==> config.mk <==
export PLATFORM = sky130hd
export DESIGN_NAME = video_capture
export DESIGN_NICKNAME = d
export VERILOG_FILES = /design/src/rtl/video_capture.sv
export SDC_FILE = /design/constraint.sdc
export NUM_CORES = 1
export LEC_CHECK = 0
export CAP_MARGIN = 40
export CORE_AREA = 2 2 121 111
export CTS_CLUSTER_DIAMETER = 200
export DETAILED_ROUTE_END_ITERATION = 10
export DIE_AREA = 0 0 123 113
export GPL_ROUTABILITY_DRIVEN = 0
export PLACE_DENSITY = 0.76
export SLEW_MARGIN = 20
export SYNTH_ARGS = -nofsm -noshare
export SYNTH_HDL_FRONTEND = slang
export SYNTH_SLANG_ARGS = --single-unit
==> constraint.sdc <==
create_clock -name pixel_clk -period 2.9 [get_ports pixel_clk]
set_input_delay 0.58 -clock pixel_clk [delete_from_list [all_inputs] [get_ports pixel_clk]]
set_output_delay 0.58 -clock pixel_clk [all_outputs]
set_load 0.01 [all_outputs]
==> src/rtl/video_capture.sv <==
// video_capture: measures incoming DVI active size, locks on a stable format and streams captured frames as RGB565 pixel writes
// Ports: pixel_clk/sys_rst clock and sync reset; video_hs/vs/de/rgb decoded video in;
//   capture_en frame capture request; wr_full writer backpressure;
//   wr_en/wr_data/wr_xpos/wr_ypos pixel write stream; frame_start/frame_done frame pulses;
//   h_disp/v_disp measured size; locked format stable; drop_err sticky dropped-pixel flag
module video_capture #(
  parameter bit HS_POL = 1'b1,
  parameter bit VS_POL = 1'b1,
  parameter int LOCK_FRAMES = 2
) (
  input  logic        pixel_clk,
  input  logic        sys_rst,
  input  logic        video_hs,
  input  logic        video_vs,
  input  logic        video_de,
  input  logic [23:0] video_rgb,
  input  logic        capture_en,
  input  logic        wr_full,
  output logic        wr_en,
  output logic [15:0] wr_data,
  output logic [10:0] wr_xpos,
  output logic [10:0] wr_ypos,
  output logic        frame_start,
  output logic        frame_done,
  output logic [10:0] h_disp,
  output logic [10:0] v_disp,
  output logic        locked,
  output logic        drop_err
);
  typedef enum logic [1:0] {IDLE, MEASURE, CAPTURE} state_t;
  state_t r_state;
  logic r_hs, r_vs, r_vs_d, r_de, r_de_d, r_cap;
  logic [15:0] r_rgb;
  logic [10:0] r_x, r_line, r_hmax;
  logic [7:0] r_match;
  logic w_vs_edge, w_de_fall, w_zero, w_same, w_go, w_unused;
  logic [10:0] w_h, w_v;
  logic [7:0] w_match;
  assign w_vs_edge = r_vs & ~r_vs_d;
  assign w_de_fall = r_de_d & ~r_de;
  // a line still open at the frame boundary counts as ended
  assign w_h = (r_x > r_hmax) ? r_x : r_hmax;
  assign w_v = (r_x != 11'd0 && r_line != 11'h7ff) ? r_line + 11'd1 : r_line;
  assign w_zero = (w_h == 11'd0) || (w_v == 11'd0);
  assign w_same = !w_zero && w_h == h_disp && w_v == v_disp;
  assign w_match = w_zero ? 8'd0 : !w_same ? 8'd1 : (r_match == 8'(LOCK_FRAMES)) ? r_match : r_match + 8'd1;
  assign w_go = (r_state == CAPTURE) ? w_same : (r_state == MEASURE && w_match == 8'(LOCK_FRAMES));
  assign w_unused = &{1'b0, r_hs, video_rgb[18:16], video_rgb[9:8], video_rgb[2:0]};
  always_ff @(posedge pixel_clk) begin
    if (sys_rst) begin
      r_hs <= 1'b0;
      r_vs <= 1'b0;
      r_vs_d <= 1'b0;
      r_de <= 1'b0;
      r_de_d <= 1'b0;
      r_rgb <= '0;
      r_x <= '0;
      r_line <= '0;
      r_hmax <= '0;
      r_match <= '0;
      r_cap <= 1'b0;
      r_state <= IDLE;
      wr_en <= 1'b0;
      wr_data <= '0;
      wr_xpos <= '0;
      wr_ypos <= '0;
      frame_start <= 1'b0;
      frame_done <= 1'b0;
      h_disp <= '0;
      v_disp <= '0;
      locked <= 1'b0;
      drop_err <= 1'b0;
    end else begin
      r_hs <= video_hs ~^ HS_POL;
      r_vs <= video_vs ~^ VS_POL;
      r_vs_d <= r_vs;
      r_de <= video_de;
      r_de_d <= r_de;
      r_rgb <= {video_rgb[23:19], video_rgb[15:10], video_rgb[7:3]};
      r_x <= (w_vs_edge || w_de_fall) ? 11'd0 : (r_de && r_x != 11'h7ff) ? r_x + 11'd1 : r_x;
      r_line <= w_vs_edge ? 11'd0 : (w_de_fall && r_line != 11'h7ff) ? r_line + 11'd1 : r_line;
      r_hmax <= w_vs_edge ? 11'd0 : (w_de_fall && r_x > r_hmax) ? r_x : r_hmax;
      wr_en <= r_de && r_cap && !wr_full;
      wr_data <= r_rgb;
      wr_xpos <= r_x;
      wr_ypos <= r_line;
      drop_err <= drop_err | (r_de & r_cap & wr_full);
      frame_start <= w_vs_edge && w_go && capture_en;
      frame_done <= w_vs_edge && r_cap;
      if (w_vs_edge) begin
        r_state <= w_go ? CAPTURE : MEASURE;
        locked <= w_go;
        r_cap <= w_go && capture_en;
        if (r_state != IDLE) begin
          h_disp <= w_h;
          v_disp <= w_v;
          r_match <= w_match;
        end
      end
    end
  end
endmodule

# After elaboration in Yosys (flattened, before gate mapping)
# Index checks and enable logic that the tools add are counted.
# Widths: inputs -> output; s select.
[op_classes] n_addsub=3 order_cmp=1 n_eq_ne=8 n_mux=7 bitwise=7 n_reduce_logical=24
[op_table] op="$mux 8" n=3
[op_table] op="$add 11x1->11 const B" n=2
[op_table] op="$eq 11x11->1" n=2
[op_table] op="$logic_not 11->1" n=2
[op_table] op="$mux 11" n=2
[op_table] op="$ne 11x11->1 const B" n=2
[op_table] op="$eq 8x2->1 const B" n=2
[op_table] op="$logic_and 1x1->1" n=13
[op_table] op="$gt 11x11->1" n=1
[op_table] op="$reduce_bool 11->1" n=1
[op_table] op="$add 8x1->8 const B" n=1
[op_table] op="$and 1x1->1" n=4
[op_table] op="$reduce_or 2->1" n=2
[op_table] op="$eq 2x1->1 const B" n=1
[op_table] op="$eq 2x2->1 const B" n=1
[op_table] op="$logic_not 1->1" n=2
[op_table] op="$logic_or 1x1->1" n=2
[op_table] op="$mux 2" n=1
[op_table] op="$not 1->1" n=2
[op_table] op="$reduce_and 2->1" n=1
[op_table] op="$reduce_bool 2->1" n=1
[op_table] op="$mux 1" n=1
[op_table] op="$or 1x1->1" n=1
[totals] reg_bits=129 in_bits=31 out_inout_bits=65 wordCells=71

# Logic depth before layout (Yosys ltp)
[logic_depth] depth_word=15 ltp_mapped=13 ltp_nobuf=11

# Worst setup path after synthesis
# OpenSTA, ideal clock, no wires.
[synth_path] path_type="reg2reg" from="register r_hmax[4]" to="register r_match[6]" setup_time_ns=0.071 t_arrival_ns=2.920 required_time_ns=2.829 setup_slack_ns=-0.091 path_stages_with_launch=14 n_path_buf=2 synth_period_minus_slack_ns=2.991 cell_sequence="dfxtp_1 > inv_1 > ha_1 > a21oi_1 > o21ai_2 > a2111o_1 > buf_2 > a2111oi_0 > o211ai_1 > nor4_4 > nand4_2 > buf_6 > or3_1 > a21oi_1"
[synth_via] elab_chain_len=9 word_cells_on_any_way=10 classes_between="1 x order compare; 1 x eq/ne; 3 x mux; 5 x reduce/logical"
[synth_rtl] element="start: declaration" line_no="34" source="logic [10:0] r_x, r_line, r_hmax;"
[synth_rtl] element="start signal: assignment" line_no="82" source="r_hmax <= w_vs_edge ? 11'd0 : (w_de_fall && r_x > r_hmax) ? r_x : r_hmax;"
[synth_rtl] element="$gt 11x11->1" line_no="42" source="assign w_h = (r_x > r_hmax) ? r_x : r_hmax;"
[synth_rtl] element="$mux 11 *" line_no="42"
[synth_rtl] element="$logic_not 11->1" line_no="44" source="assign w_zero = (w_h == 11'd0) || (w_v == 11'd0);"
[synth_rtl] element="$logic_or 1x1->1" line_no="44"
[synth_rtl] element="$logic_not 1->1" line_no="45" source="assign w_same = !w_zero && w_h == h_disp && w_v == v_disp;"
[synth_rtl] element="$logic_and 1x1->1 (2 in a row)" line_no="45"
[synth_rtl] element="$mux 8" line_no="46" source="assign w_match = w_zero ? 8'd0 : !w_same ? 8'd1 : (r_match == 8'(LOCK_FRAMES)) ? r_match : r_match + 8'd1;"
[synth_rtl] element="$mux 8 *" line_no="46"
[synth_rtl] element="end signal: assignment" line_no="97" source="r_match <= w_match;"
[synth_rtl] element="end: declaration" line_no="35" source="logic [7:0] r_match;"
# Every way passes the cells marked *; elsewhere a longest branch is shown, timed or not.
# A chain may end at the register's enable or synchronous reset.

# Worst setup path after layout
[layout_path] from="register r_hmax[7]" to="register r_match[4]"
# The elaborated chain is that of the path after synthesis.

==> impl_metrics.toml <==
[flow_run]
maxCapViolations = 0

[clock_tree]
insertion_delay_ps = 430
clockRootBuffer = "clkbuf_16"
htreeDepth = 4
cts.clk_slew.worst_paths_ps = 50
cts_made_buffers = 17
cts_tree = "done"
clock_path_buffers = 2
cts.sinks = 128

[yosys]
syn_area_per_cell_sq_um = 8.97
netlist_area_sq_um = 6110
yosysTopAreaCell = "dfxtp_1"
async_flop_share = 0
synth_ff_type = "dfxtp_1"
syn_inst = 681
synth_top_area_frac = 0.420
synth_cell_type_count = 76
yosys_warnings = 0
synth_nets = 728
ys_ff_latch = 128
synth_edf_count = 0
synthTopCellsByArea = "dfxtp_1 42%, nor2b_1 6.2%, nor2_1 4.1%"
ys_seq_area_frac = 0.420

[power_and_ir_drop]
leakagePower_nw = 3.37
vdd_drop_max_mv = 0.523
power_density_nw_per_um2 = 500

[sta]
setup_viol = 11
setup_slack_ps = -246
hold-worst-slack_ps = 434
timing.slew.headroom = 0.480
finClkSkew_ps = 12.7
finalHoldViolCount = 0
max_freq_mhz = 318
drv_slew = 0
setup_tns_ps = -2190
worstMarginPinSlew_ps = 778
timing.final.crit_share = 1.08
rsz0062_at_grt = "true"
min_period_ps = 3150

[detailed_routing]
first_pass_iters = 5
drt_wl_total_microns = 17400
drt_iter0_markers = 437
vias = 5787
drtAntennaViolNets = 0
viasPerCell = 5.61
drt-wirelength-per-cell_microns = 16.9
drc = 0

[global_route]
grt_max_degree = 49
grt_pass1_wl_microns = 27700
grt_pass1_vias = 5640
antenna_found_initial = 0
track_usage = 0.256
globalRoute.totalOverflow = 0

[critical_path]
worst_setup_path_start_kind = "flop"
ff2ff_setup_slack_ps = -250
rr_worst_depth = 14
cp.arrival_ps = 3490
worstSetupEndpointType = "flop"
required_ps = 3250
worstSetupPathType = "flop to flop"
cp_max_fo = 6
reg2reg_from = "r_hmax[7]"
r2r-end = "r_match[4]"

[min_path]
worstHoldEndpoint = "wr_data[2]"
min_path_cells = 1
min_from = "r_rgb[2]"
min_path_type = "flop to flop"

[floorplan]
ios = 96
core_sq_um = 12600
die_w_microns = 123
rows = 39
die_area_sq_um = 13900
initial_core_util = 0.485
die_h_microns = 113

[final_layout]
fill_cells = 953
area_delta_synth_final_pct = 43.3
multi_input_area_sq_um = 3530
layout.nets = 902
layout-drive-gt1-share = 0.267
antennaDiodeCount = 0
area.sequential_sq_um = 2580

[run_status]
violations = "setup timing"
status = "finished with violations"

[place]
io_buffers = 86
dpl.hpwl_microns = 11800
place_ws_ps = -349
## kinds of logic (layout without fill, tap and decap cells)
| family | count (synthesis) | in the layout | share of synthesized area |
|---|---|---|---|
| DFF | 128 | 128 | 0.420 |
| and+or+nand+nor | 306 | 306 | 0.284 |
| muxes | 4 | 4 | 0.00656 |
| buffers and inverters | 67 | 254 | 0.0518 |
| xor gates and xnor gates | 43 | 43 | 0.0639 |
| adders and majority gates | 16 | 16 | 0.0328 |
| AOI/OAI and AO/OA | 117 | 117 | 0.142 |
## flip-flops by register name, summed over array words and instances (netlist names), 8 cells and up
signal / flops
r_rgb: 16
wr_data: 16
h_disp: 11
r_hmax: 11
r_line: 11
r_x: 11
v_disp: 11
wr_xpos: 11
wr_ypos: 11
r_match: 8
## area by class of cell
class / instances / area share
Multi-Input combinational cell: 486 / 0.403
Sequential cell: 128 / 0.295
Timing Repair Buffer: 200 / 0.200
Clock buffer: 20 / 0.0499
Tap cell: 164 / 0.0234
Clock inverter: 12 / 0.0190
Inverter: 22 / 0.00944
## routing by layer
metal | up-vias | wire length, microns | GRT usage
met5 | - | 0 | 0
met4 | 0 | 576 | 0.129
met3 | 46 | 1250 | 0.0635
met2 | 242 | 8330 | 0.411
met1 | 2766 | 7280 | 0.318
li1 | 2733 | - | -
## stage by stage
stage	instance area, sq um	utilization	power [mW]	std cells
after floorplan	6190	-	2.02	681
after global placement	7770	0.618	2.15	987
after detailed placement	7780	0.618	2.16	987
after CTS	8660	0.688	4.37	1029
after global routing	8750	0.695	4.51	1032
final	8750	0.695	4.37	1032
## worst max-delay path by stage
stage | endpoint | slack (ps) | start
6_report | r_match[4] | -250 | r_hmax[7]
5_1_grt | r_match[4] | -360 | r_hmax[5]
4_1_cts | locked | -190 | r_hmax[8]
3_5_place_dp | r_match[7] | -350 | r_hmax[9]
3_3_place_gp | r_match[7] | -220 | r_hmax[9]
2_1_floorplan | r_match[6] | 0.2 | r_hmax[9]
## power breakdown
part / internal [mW] / switching [mW]
sequential: 1.80 / 0.0218
clock: 1.43 / 0.777
combinational: 0.173 / 0.178
total: 3.40 / 0.977
## synth_stat cells, types with 5 or more instances
| cell type | number |
|---|---|
| xnor2_1 | 23 |
| a31oi_1 | 6 |
| buf_4 | 9 |
| a21oi_1 | 32 |
| o21ai_0 | 18 |
| nand2_1 | 57 |
| nor4b_1 | 5 |
| inv_1 | 21 |
| a311oi_1 | 5 |
| nand4_1 | 13 |
| a211oi_1 | 18 |
| nand3_1 | 21 |
| xor2_1 | 19 |
| buf_2 | 7 |
| ha_1 | 16 |
| and3_1 | 11 |
| dfxtp_1 | 128 |
| nand2b_1 | 6 |
| nor4_1 | 9 |
| nor2b_1 | 61 |
| clkbuf_1 | 22 |
| or3_1 | 10 |
| nor2_1 | 67 |
| nor3_1 | 15 |
## placed cells by master (no fill, tap or decap), types with 16 or more instances in the layout
cell / count
xnor2_1: 22
dfxtp_1: 115
nor2b_1: 61
nor2_1: 64
nand3_1: 21
a21oi_1: 29
a211oi_1: 16
clkdlybuf4s50_1: 85
nand2_1: 57
buf_4: 105
xor2_1: 19
clkbuf_16: 17
## critical path, cell delays in order, from the launching register on
cell and delay, ps:
dfxtp_2 330, inv_2 50, ha_2 330, nand4_1 130, a211oi_2 270, a2111o_1 230
buf_6 130, mux2i_4 280, xnor2_2 110, a2111oi_4 420, nand4_4 220, buf_6 190
buf_6 130, o21bai_1 140, o21ai_1 80
## repair_timing
| action | CTS | global route |
|---|---|---|
| hold buffers | 0 | 0 |
| pin swaps | 18 | 7 |
| buffers inserted | 11 | 3 |
| gates resized for setup | 44 | 16 |
| endpoints found under the setup margin | 11 | 23 |
Power figures use the tool's default switching activity.
